### config.mk
export PLATFORM = sky130hd
export DESIGN_NAME = uart_cmd_rx
export DESIGN_NICKNAME = d
export VERILOG_FILES = /design/src/rtl/uart_cmd_rx.sv
export SDC_FILE = /design/constraint.sdc
export NUM_CORES = 1
export LEC_CHECK = 0
export BUFFER_PORTS_ARGS = -buffer_cell sky130_fd_sc_hd__buf_2
export CAP_MARGIN = 30
export CORE_ASPECT_RATIO = 0.9
export CORE_MARGIN = 1
export CORE_UTILIZATION = 50
export DETAILED_ROUTE_END_ITERATION = 8
export HOLD_SLACK_MARGIN = 0.15
export PLACE_DENSITY = 0.68
export SLEW_MARGIN = 0
export SYNTH_ARGS = -nofsm -noshare
export SYNTH_HDL_FRONTEND = slang
export SYNTH_SLANG_ARGS = --single-unit
export TNS_END_PERCENT = 100
### constraint.sdc
create_clock -name clk -period 5 [get_ports clk]
set_input_delay 0.75 -clock clk [delete_from_list [all_inputs] [get_ports clk]]
set_output_delay 0.75 -clock clk [all_outputs]
set_load 0.01 [all_outputs]
### src/rtl/uart_cmd_rx.sv
// uart_cmd_rx
// UART receiver (8N1, LSB first) plus a 4-byte register-write frame parser.
// Frame layout: SYNC_BYTE, address, data, checksum (SYNC_BYTE ^ addr ^ data).
//
// Ports:
//   clk           system clock, the only clock
//   I_rst_n       asynchronous active-low reset
//   uart_rx       serial line, idle high, asynchronous to clk
//   rx_byte       last correctly framed byte
//   rx_byte_valid one-cycle pulse, rx_byte valid in that cycle
//   rx_frame_err  one-cycle pulse, stop bit sampled low
//   rx_busy       high from start-bit detection until the stop-bit sample
//   reg_wr_en     one-cycle write strobe for an accepted frame
//   reg_addr      register address, held until the next accepted frame
//   reg_wdata     register data, held until the next accepted frame
//   csum_err      one-cycle pulse, complete frame with a bad checksum
//
// Byte FSM
//   state   | meaning
//   B_IDLE  | line idle, waiting for a falling edge on rxs
//   B_START | half a bit time to the middle of the start bit
//   B_DATA  | eight mid-bit samples, LSB first
//   B_STOP  | one bit time to the middle of the stop bit
//   B_BREAK | stop bit was low, wait for the line to return high
//
// Parser FSM
//   state       | meaning
//   P_WAIT_SYNC | hunting for SYNC_BYTE
//   P_GET_ADDR  | next byte is the address
//   P_GET_DATA  | next byte is the data
//   P_GET_CSUM  | next byte is the checksum

module uart_cmd_rx #(
   parameter int         CLK_FREQ     = 27_000_000,
   parameter int         BAUD         = 115_200,
   parameter logic [7:0] SYNC_BYTE    = 8'hA5,
   parameter int         TIMEOUT_BITS = 20
) (
   input  logic       clk,
   input  logic       I_rst_n,
   input  logic       uart_rx,
   output logic [7:0] rx_byte,
   output logic       rx_byte_valid,
   output logic       rx_frame_err,
   output logic       rx_busy,
   output logic       reg_wr_en,
   output logic [7:0] reg_addr,
   output logic [7:0] reg_wdata,
   output logic       csum_err
);

   localparam int CLKS_PER_BIT = CLK_FREQ / BAUD;
   localparam int HALF_BIT     = CLKS_PER_BIT / 2;
   localparam int TIMEOUT_CLKS = TIMEOUT_BITS * CLKS_PER_BIT;
   localparam int CNT_W        = $clog2(CLKS_PER_BIT);
   localparam int TO_W         = $clog2(TIMEOUT_CLKS + 1);

   localparam logic [CNT_W-1:0] BIT_LOAD  = CNT_W'(CLKS_PER_BIT - 1);
   localparam logic [CNT_W-1:0] HALF_LOAD = CNT_W'(HALF_BIT - 1);
   localparam logic [TO_W-1:0]  TO_LAST   = TO_W'(TIMEOUT_CLKS - 1);

   typedef enum logic [2:0] {B_IDLE, B_START, B_DATA, B_STOP, B_BREAK} byte_state_t;
   typedef enum logic [1:0] {P_WAIT_SYNC, P_GET_ADDR, P_GET_DATA, P_GET_CSUM} parse_state_t;

   // ------------------------------------------------------------------
   // Synchronizer and falling-edge detect
   // ------------------------------------------------------------------
   logic [1:0] sync_q;
   logic [1:0] fill_q;
   logic       rxs;
   logic       rxs_prev;
   logic       armed;
   logic       fall;

   assign rxs = sync_q[1];

   // fill_q marks when sync_q holds real line samples rather than reset
   // values, so a line held low through reset release is not mistaken for
   // a start bit; armed only sets once a genuine high level is seen.
   always_ff @(posedge clk or negedge I_rst_n) begin
      if (!I_rst_n) begin
         sync_q   <= 2'b11;
         fill_q   <= 2'b00;
         rxs_prev <= 1'b1;
         armed    <= 1'b0;
      end else begin
         sync_q   <= {sync_q[0], uart_rx};
         fill_q   <= {fill_q[0], 1'b1};
         rxs_prev <= rxs;
         if (fill_q[1] && rxs)
            armed <= 1'b1;
      end
   end

   assign fall = armed & rxs_prev & ~rxs;

   // ------------------------------------------------------------------
   // Byte FSM
   // ------------------------------------------------------------------
   byte_state_t      bstate, bstate_nxt;
   logic [CNT_W-1:0] cnt_q;
   logic [2:0]       bit_idx_q;
   logic [7:0]       shift_q;
   logic             tick;
   logic             stop_ok;
   logic             stop_bad;

   assign tick = (cnt_q == '0);

   always_ff @(posedge clk or negedge I_rst_n) begin
      if (!I_rst_n) bstate <= B_IDLE;
      else          bstate <= bstate_nxt;
   end

   always_comb begin
      bstate_nxt = bstate;
      case (bstate)
         B_IDLE:  if (fall) bstate_nxt = B_START;
         B_START: if (tick) bstate_nxt = rxs ? B_IDLE : B_DATA;
         B_DATA:  if (tick && bit_idx_q == 3'd7) bstate_nxt = B_STOP;
         B_STOP:  if (tick) bstate_nxt = rxs ? B_IDLE : B_BREAK;
         B_BREAK: if (rxs) bstate_nxt = B_IDLE;
         default: bstate_nxt = B_IDLE;
      endcase
   end

   always_comb begin
      rx_busy  = (bstate == B_START) || (bstate == B_DATA) || (bstate == B_STOP);
      stop_ok  = (bstate == B_STOP) && tick && rxs;
      stop_bad = (bstate == B_STOP) && tick && !rxs;
   end

   always_ff @(posedge clk or negedge I_rst_n) begin
      if (!I_rst_n) begin
         cnt_q         <= '0;
         bit_idx_q     <= 3'd0;
         shift_q       <= 8'h00;
         rx_byte       <= 8'h00;
         rx_byte_valid <= 1'b0;
         rx_frame_err  <= 1'b0;
      end else begin
         rx_byte_valid <= stop_ok;
         rx_frame_err  <= stop_bad;
         if (stop_ok)
            rx_byte <= shift_q;
         case (bstate)
            B_IDLE: begin
               if (fall)
                  cnt_q <= HALF_LOAD;
            end
            B_START: begin
               if (tick) begin
                  cnt_q     <= BIT_LOAD;
                  bit_idx_q <= 3'd0;
               end else begin
                  cnt_q <= cnt_q - 1'b1;
               end
            end
            B_DATA: begin
               if (tick) begin
                  shift_q   <= {rxs, shift_q[7:1]};
                  bit_idx_q <= bit_idx_q + 3'd1;
                  cnt_q     <= BIT_LOAD;
               end else begin
                  cnt_q <= cnt_q - 1'b1;
               end
            end
            B_STOP: begin
               if (!tick)
                  cnt_q <= cnt_q - 1'b1;
            end
            default: ;
         endcase
      end
   end

   // ------------------------------------------------------------------
   // Frame parser
   // ------------------------------------------------------------------
   parse_state_t    pstate, pstate_nxt;
   logic [7:0]      addr_q;
   logic [7:0]      data_q;
   logic [TO_W-1:0] to_cnt_q;
   logic            frame_ok;
   logic            frame_bad;
   logic            timeout_hit;

   always_ff @(posedge clk or negedge I_rst_n) begin
      if (!I_rst_n) pstate <= P_WAIT_SYNC;
      else          pstate <= pstate_nxt;
   end

   always_comb begin
      pstate_nxt = pstate;
      if (pstate == P_WAIT_SYNC) begin
         if (rx_byte_valid && rx_byte == SYNC_BYTE)
            pstate_nxt = P_GET_ADDR;
      end else if (rx_frame_err || timeout_hit) begin
         pstate_nxt = P_WAIT_SYNC;
      end else if (rx_byte_valid) begin
         case (pstate)
            P_GET_ADDR: pstate_nxt = P_GET_DATA;
            P_GET_DATA: pstate_nxt = P_GET_CSUM;
            default:    pstate_nxt = P_WAIT_SYNC;
         endcase
      end
   end

   // The gap counter only advances while the byte receiver is idle, so it
   // measures line-idle time between bytes rather than time on the wire.
   // A byte arriving on the terminal cycle takes priority over the timeout.
   always_comb begin
      frame_ok    = (pstate == P_GET_CSUM) && rx_byte_valid &&
                    (rx_byte == (SYNC_BYTE ^ addr_q ^ data_q));
      frame_bad   = (pstate == P_GET_CSUM) && rx_byte_valid &&
                    (rx_byte != (SYNC_BYTE ^ addr_q ^ data_q));
      timeout_hit = (pstate != P_WAIT_SYNC) && !rx_byte_valid && !rx_busy &&
                    (to_cnt_q == TO_LAST);
   end

   always_ff @(posedge clk or negedge I_rst_n) begin
      if (!I_rst_n) begin
         addr_q    <= 8'h00;
         data_q    <= 8'h00;
         to_cnt_q  <= '0;
         reg_addr  <= 8'h00;
         reg_wdata <= 8'h00;
         reg_wr_en <= 1'b0;
         csum_err  <= 1'b0;
      end else begin
         reg_wr_en <= frame_ok;
         csum_err  <= frame_bad;
         if (frame_ok) begin
            reg_addr  <= addr_q;
            reg_wdata <= data_q;
         end
         if (pstate == P_GET_ADDR && rx_byte_valid)
            addr_q <= rx_byte;
         if (pstate == P_GET_DATA && rx_byte_valid)
            data_q <= rx_byte;
         if (pstate == P_WAIT_SYNC || rx_byte_valid || rx_frame_err || timeout_hit)
            to_cnt_q <= '0;
         else if (!rx_busy)
            to_cnt_q <= to_cnt_q + 1'b1;
      end
   end

endmodule
After elaboration in Yosys (flattened, before gate mapping). Cells that the tools add are included.

Bits in registers: 87. Input bits: 3. Output and inout bits: 29. Logic and storage cells: 106.

$add $sub $neg: 3. Equal/unequal tests: 21. Muxes and demuxes: 22. Bitwise operators: 5. Reduce and logical (&&, ||, !) cells: 36.

Operators by type and width (count): 13-bit 2-to-1 mux (2); 3-bit 2-to-1 mux (8); 8-bit 2-to-1 mux (3); 8-bit one-hot mux with 3 select lines (1); 3-bit one-hot mux with 5 select lines (1); 1-bit logical AND (14); 2-bit != test (second input constant) (7); 13-bit by 1-bit adder with 13-bit output (second input constant) (1); 13-bit equality test (second input constant) (1); 2-bit 2-to-1 mux (5); 8-bit equality test (1); 8-bit equality test (second input constant) (1); 8-bit zero test (1); 8-bit != test (1); 8-bit by 1-bit subtractor with 8-bit output (second input constant) (1); 8-bit bitwise XOR (1); 3-bit by 2-bit equality test with 1-bit output (second input constant) (2); 3-bit equality test (second input constant) (2); 1-bit logical OR (6); 3-bit one-hot mux with 2 select lines (1); 3-bit AND reduction (2); 3-bit nonzero test (2); 5-bit AND reduction (1); 2-bit equality test (second input constant) (2); other kinds (14) (20).

Depth between registers and ports, before layout.
Depth in word-level cells: 9. Gate-level depth with buffers: 8. Mapped depth without buffers: 6.

Worst setup path before layout. Ideal clock, no wire load.

Kind: flip-flop to flip-flop. Start point: reg cnt_q[0]. End point: reg rx_byte[0]. Setup time: 0.125 ns. Arrival: 2.041 ns. Path slack: 2.834 ns. Cell stages (with the launch flop): 9. Path buffers: 2. Clock period less this slack: 2.166 ns. Path through: dfrtp_1 > inv_1 > ha_1 > or4b_1 > buf_2 > nor2b_2 > and3_1 > buf_4 > mux2_2.

Word-level cells in the longest chain between the ends: 3.

Ends and longest elaborated chain: start: declaration (line 101) `logic [CNT_W-1:0] cnt_q;`; start signal: assignment (line 156) `cnt_q <= cnt_q - 1'b1;`; start signal: assignment (line 165) `cnt_q <= cnt_q - 1'b1;`; start signal: assignment (line 170) `cnt_q <= cnt_q - 1'b1;`; 8-bit zero test (line 108) `assign tick = (cnt_q == '0);`; 1-bit logical AND (2 in series) (line 129) `stop_ok = (bstate == B_STOP) && tick && rxs;`; named net stop_ok (line 105) `logic stop_ok;`; end signal: assignment (line 145) `rx_byte <= shift_q;`; end: declaration (line 42) `output logic [7:0] rx_byte,`.

The timed path passes the listed nets, and every way through them passes these cells. A chain may end at the register's enable or synchronous reset.

Worst setup path after layout.
Start point: reg cnt_q[0]. End point: reg rx_byte[5].

Word-level cells in the longest chain between the ends: 3.

Ends and longest elaborated chain (line): 8-bit zero test (108); 1-bit logical AND (2 in series) (129).

No other way between the ends.

==> metrics.yaml <==
global_routing:
  met1_usage: 0.264
  grt.busiest_layer: "met2"
  grt_use_total: 0.195
  antenna_found_initial: 0
  grt_overflow: 0
  first_global_vias: 2467
  grt_pass1_wl_um: 12100
  grt_max_degree: 53
  met2_usage: 0.299
  grtUsageMet3: 0.0681
setup_path:
  crit_required_ns: 5.25
  critPathLaunchType: "flop"
  path_class: "flop to flop"
  arrival_ns: 2.81
  endpoint_kind: "flop"
  rr_worst_depth: 6
  path_cells: "inv_1 > ha_1 > or4b_1 > nor2b_2 > and3_1 > mux2_2"
  crit_path_max_fanout: 9
  max_stage_delay_ns: 0.61
  cp_slowest_cell: "or4b_1"
timing:
  setup_viol: 0
  finalCritPeriodShare: 0.512
  hold_viol_final: 0
  clock.fmax_mhz: 390
  postLayoutSetupSlackWorst_ns: 2.44
  maxSlewHeadroom: 0.581
  worst-slew-pin-transition_ns: 0.629
  maxSlewViolCount: 0
  post-route-min-period_ns: 2.56
  rsz0062_at_grt: "no"
  fin_skew_ns: 0.00787
  setup-tns-final_ns: 0
clocking:
  cts.htree.levels: 3
  cts-buffers-inserted: 9
  post_cts_buffers: 0
  holdBufCountCts: 0
  cts_tree: "done"
  clock_tree.root_cell: "clkbuf_8"
  path_clk_slew_ns: 0.09
  cts_resized: 0
  clkLatencyLatePin_ns: 0.36
  cts_max_path_buffers: 2
  cts_sinks: 87
floorplanning:
  ios: 32
  core_area_mm2: 0.00766
  start_util: 0.522
  die_x_um: 96.3
  die-area_mm2: 0.00836
  rows: 30
  die_y_um: 86.9
final_layout:
  area_delta_synth_final_pct: 11.5
  diodes: 0
  num-nets-final: 367
  stdcell_count: 456
  final_layout_size_suffix_gt1_frac: 0.303
  utilization: 0.582
  n_fill_cell: 681
routing:
  routedWlPerCell_um: 15.5
  ant_nets: 0
  wl_um: 7050
  drt-vias-per-instance: 5.61
  vias: 2557
  drt-pass1-iter-count: 4
  route.detailed.drc: 0
  drt_iter0_markers: 107
run:
  cap_violations: 0
synthesis:
  async_reset_ff_frac: 1.00
  synth_top_area_frac: 0.525
  avgSynthCellArea_um2: 12.6
  yosysSeqAreaShare: 0.545
  yosys_warnings: 0
  ys_types: 51
  synth_top_cell_by_area: "dfrtp_1"
  synthTopCellsByArea: "dfrtp_1, mux2_2, ha_1"
  synth_edf_count: 0
  synth_nets: 330
  ys.flop_type: "dfrtp_1"
  netlist_area_mm2: 0.00400
  ys_seq_elements: 87
  synth_cells: 318
hold_path:
  min_path_type: "input pin to async pin"
power:
  p_leak_nw: 2.12
  irDropWorstVdd_uv: 230
  totalPowerFinal_mw: 1.42
  p_per_area_mw_per_mm2: 319
placement:
  hpwl_um: 4900
  io_buffer_count: 31
  dpl.cell_count: 440
  place.gp.congestion: 0.855
  dp_slack_ns: 2.46
status:
  status: "complete, no violations"
[report_power, final]
part           total [mW]  switching [mW]  internal [mW]
logic               0.164          0.0910         0.0732
registers           0.789          0.0459          0.743
clock network       0.468           0.257          0.211
total                1.42           0.394           1.03
[state kept, by name, indices dropped and copies added, names as in the netlist, 2 cells and up]
| register | flops |
|---|---|
| shift_q | 8 |
| fill_q | 2 |
| pstate | 2 |
| to_cnt_q | 13 |
| rx_byte | 8 |
| addr_q | 8 |
| bit_idx_q | 3 |
| cnt_q | 8 |
| reg_wdata | 8 |
| reg_addr | 8 |
| data_q | 8 |
| bstate | 3 |
| sync_q | 2 |
[through the flow]
stage          hold slack, ns  cell area [µm²]
3_3_place_gp            0.338             4250
4_1_cts                 0.338             4460
6_report                0.328             4460
3_5_place_dp            0.340             4270
2_1_floorplan           0.331             4000
5_1_grt                 0.362             4460
[logic make-up (layout without fill, tap and decap cells)]
| logic type | count (synthesis) | count (layout) | synth area share |
|---|---|---|---|
| AOI/OAI and AO/OA | 55 | 55 | 0.0866 |
| xor gates and xnor gates | 13 | 13 | 0.0572 |
| adders and majority gates | 9 | 9 | 0.0282 |
| buffers and inverters | 21 | 63 | 0.0228 |
| DFF | 87 | 87 | 0.545 |
| muxes | 50 | 50 | 0.141 |
| other | 1 | 1 | 0.000937 |
| and+or+nand+nor | 82 | 82 | 0.118 |
[cell usage after synthesis (5+ instances only)]
cell type  number
a21oi_1        14
clkbuf_1        6
dfrtp_1        84
ha_1            9
inv_1          11
mux2_2         49
nand2_1        16
nand4_1         7
nor2_1         16
nor3_1          8
o21ai_0        15
o31ai_1         5
or3_1           7
[worst max-delay path: cells and delay by family, from the launching register on]
kind | cells | cell delay (ns)
AND/OR/NAND/NOR | 3 | 1.33
flip-flops | 1 | 0.42
multiplexers | 1 | 0.39
adder cells (fa/ha/maj) | 1 | 0.24
buffers and inverters | 1 | 0.07
[layout make-up]
cell class	instances	area [µm²]	share of cell area
multi-input cells	210	1730	0.387
clock buffers	11	151	0.0340
repair buffers	36	199	0.0446
flip-flops and latches	87	2180	0.489
clock inverters	5	38.8	0.00870
well taps	96	120	0.0269
inverters	11	41.3	0.00926
[cell usage in the layout, fill, tap and decap left out, drive strengths merged, types with 4 or more instances in the layout]
cell type / synthesis / final
dfrtp: 84 / 84
mux2: 50 / 50
buf: 4 / 36
nand2: 16 / 16
nor2: 16 / 16
o21ai: 16 / 16
a21oi: 14 / 14
inv: 11 / 13
clkbuf: 6 / 11
ha: 9 / 9
nor3: 8 / 8
nand4: 7 / 7
or3: 7 / 7
o31ai: 5 / 5
xor3: 4 / 4
xnor3: 4 / 4
or4: 4 / 4
nand3: 4 / 4
xnor2: 4 / 4
nor2b: 4 / 4
[layer usage]
metal  share of wire  vias to the layer above  routed length (µm)
li1                -                     1234                   -
met1            0.48                     1287                3350
met2            0.48                       30                3400
met3           0.032                        6                 223
met4           0.011                        0                  76
met5               0                        -                   0
[path summary, 6_finish.rpt]
path / from / endpoint / slack [ns]
worst min register to register: fill_q[0]$_DFF_PN0_ / fill_q[1]$_DFF_PN0_ / 0.36
worst max-delay path: cnt_q[0]$_DFFE_PN0P_ / rx_byte[5]$_DFFE_PN0P_ / 2.44
max in group asynchronous: I_rst_n / bstate[2]$_DFFE_PN0P_ / 3.66
worst max register to register: cnt_q[0]$_DFFE_PN0P_ / rx_byte[5]$_DFFE_PN0P_ / 2.44
min in group clk: fill_q[0]$_DFF_PN0_ / fill_q[1]$_DFF_PN0_ / 0.36
worst min-delay path: I_rst_n / to_cnt_q[9]$_DFFE_PN0P_ / 0.33
Note: power is estimated with default switching activity, not from simulation.
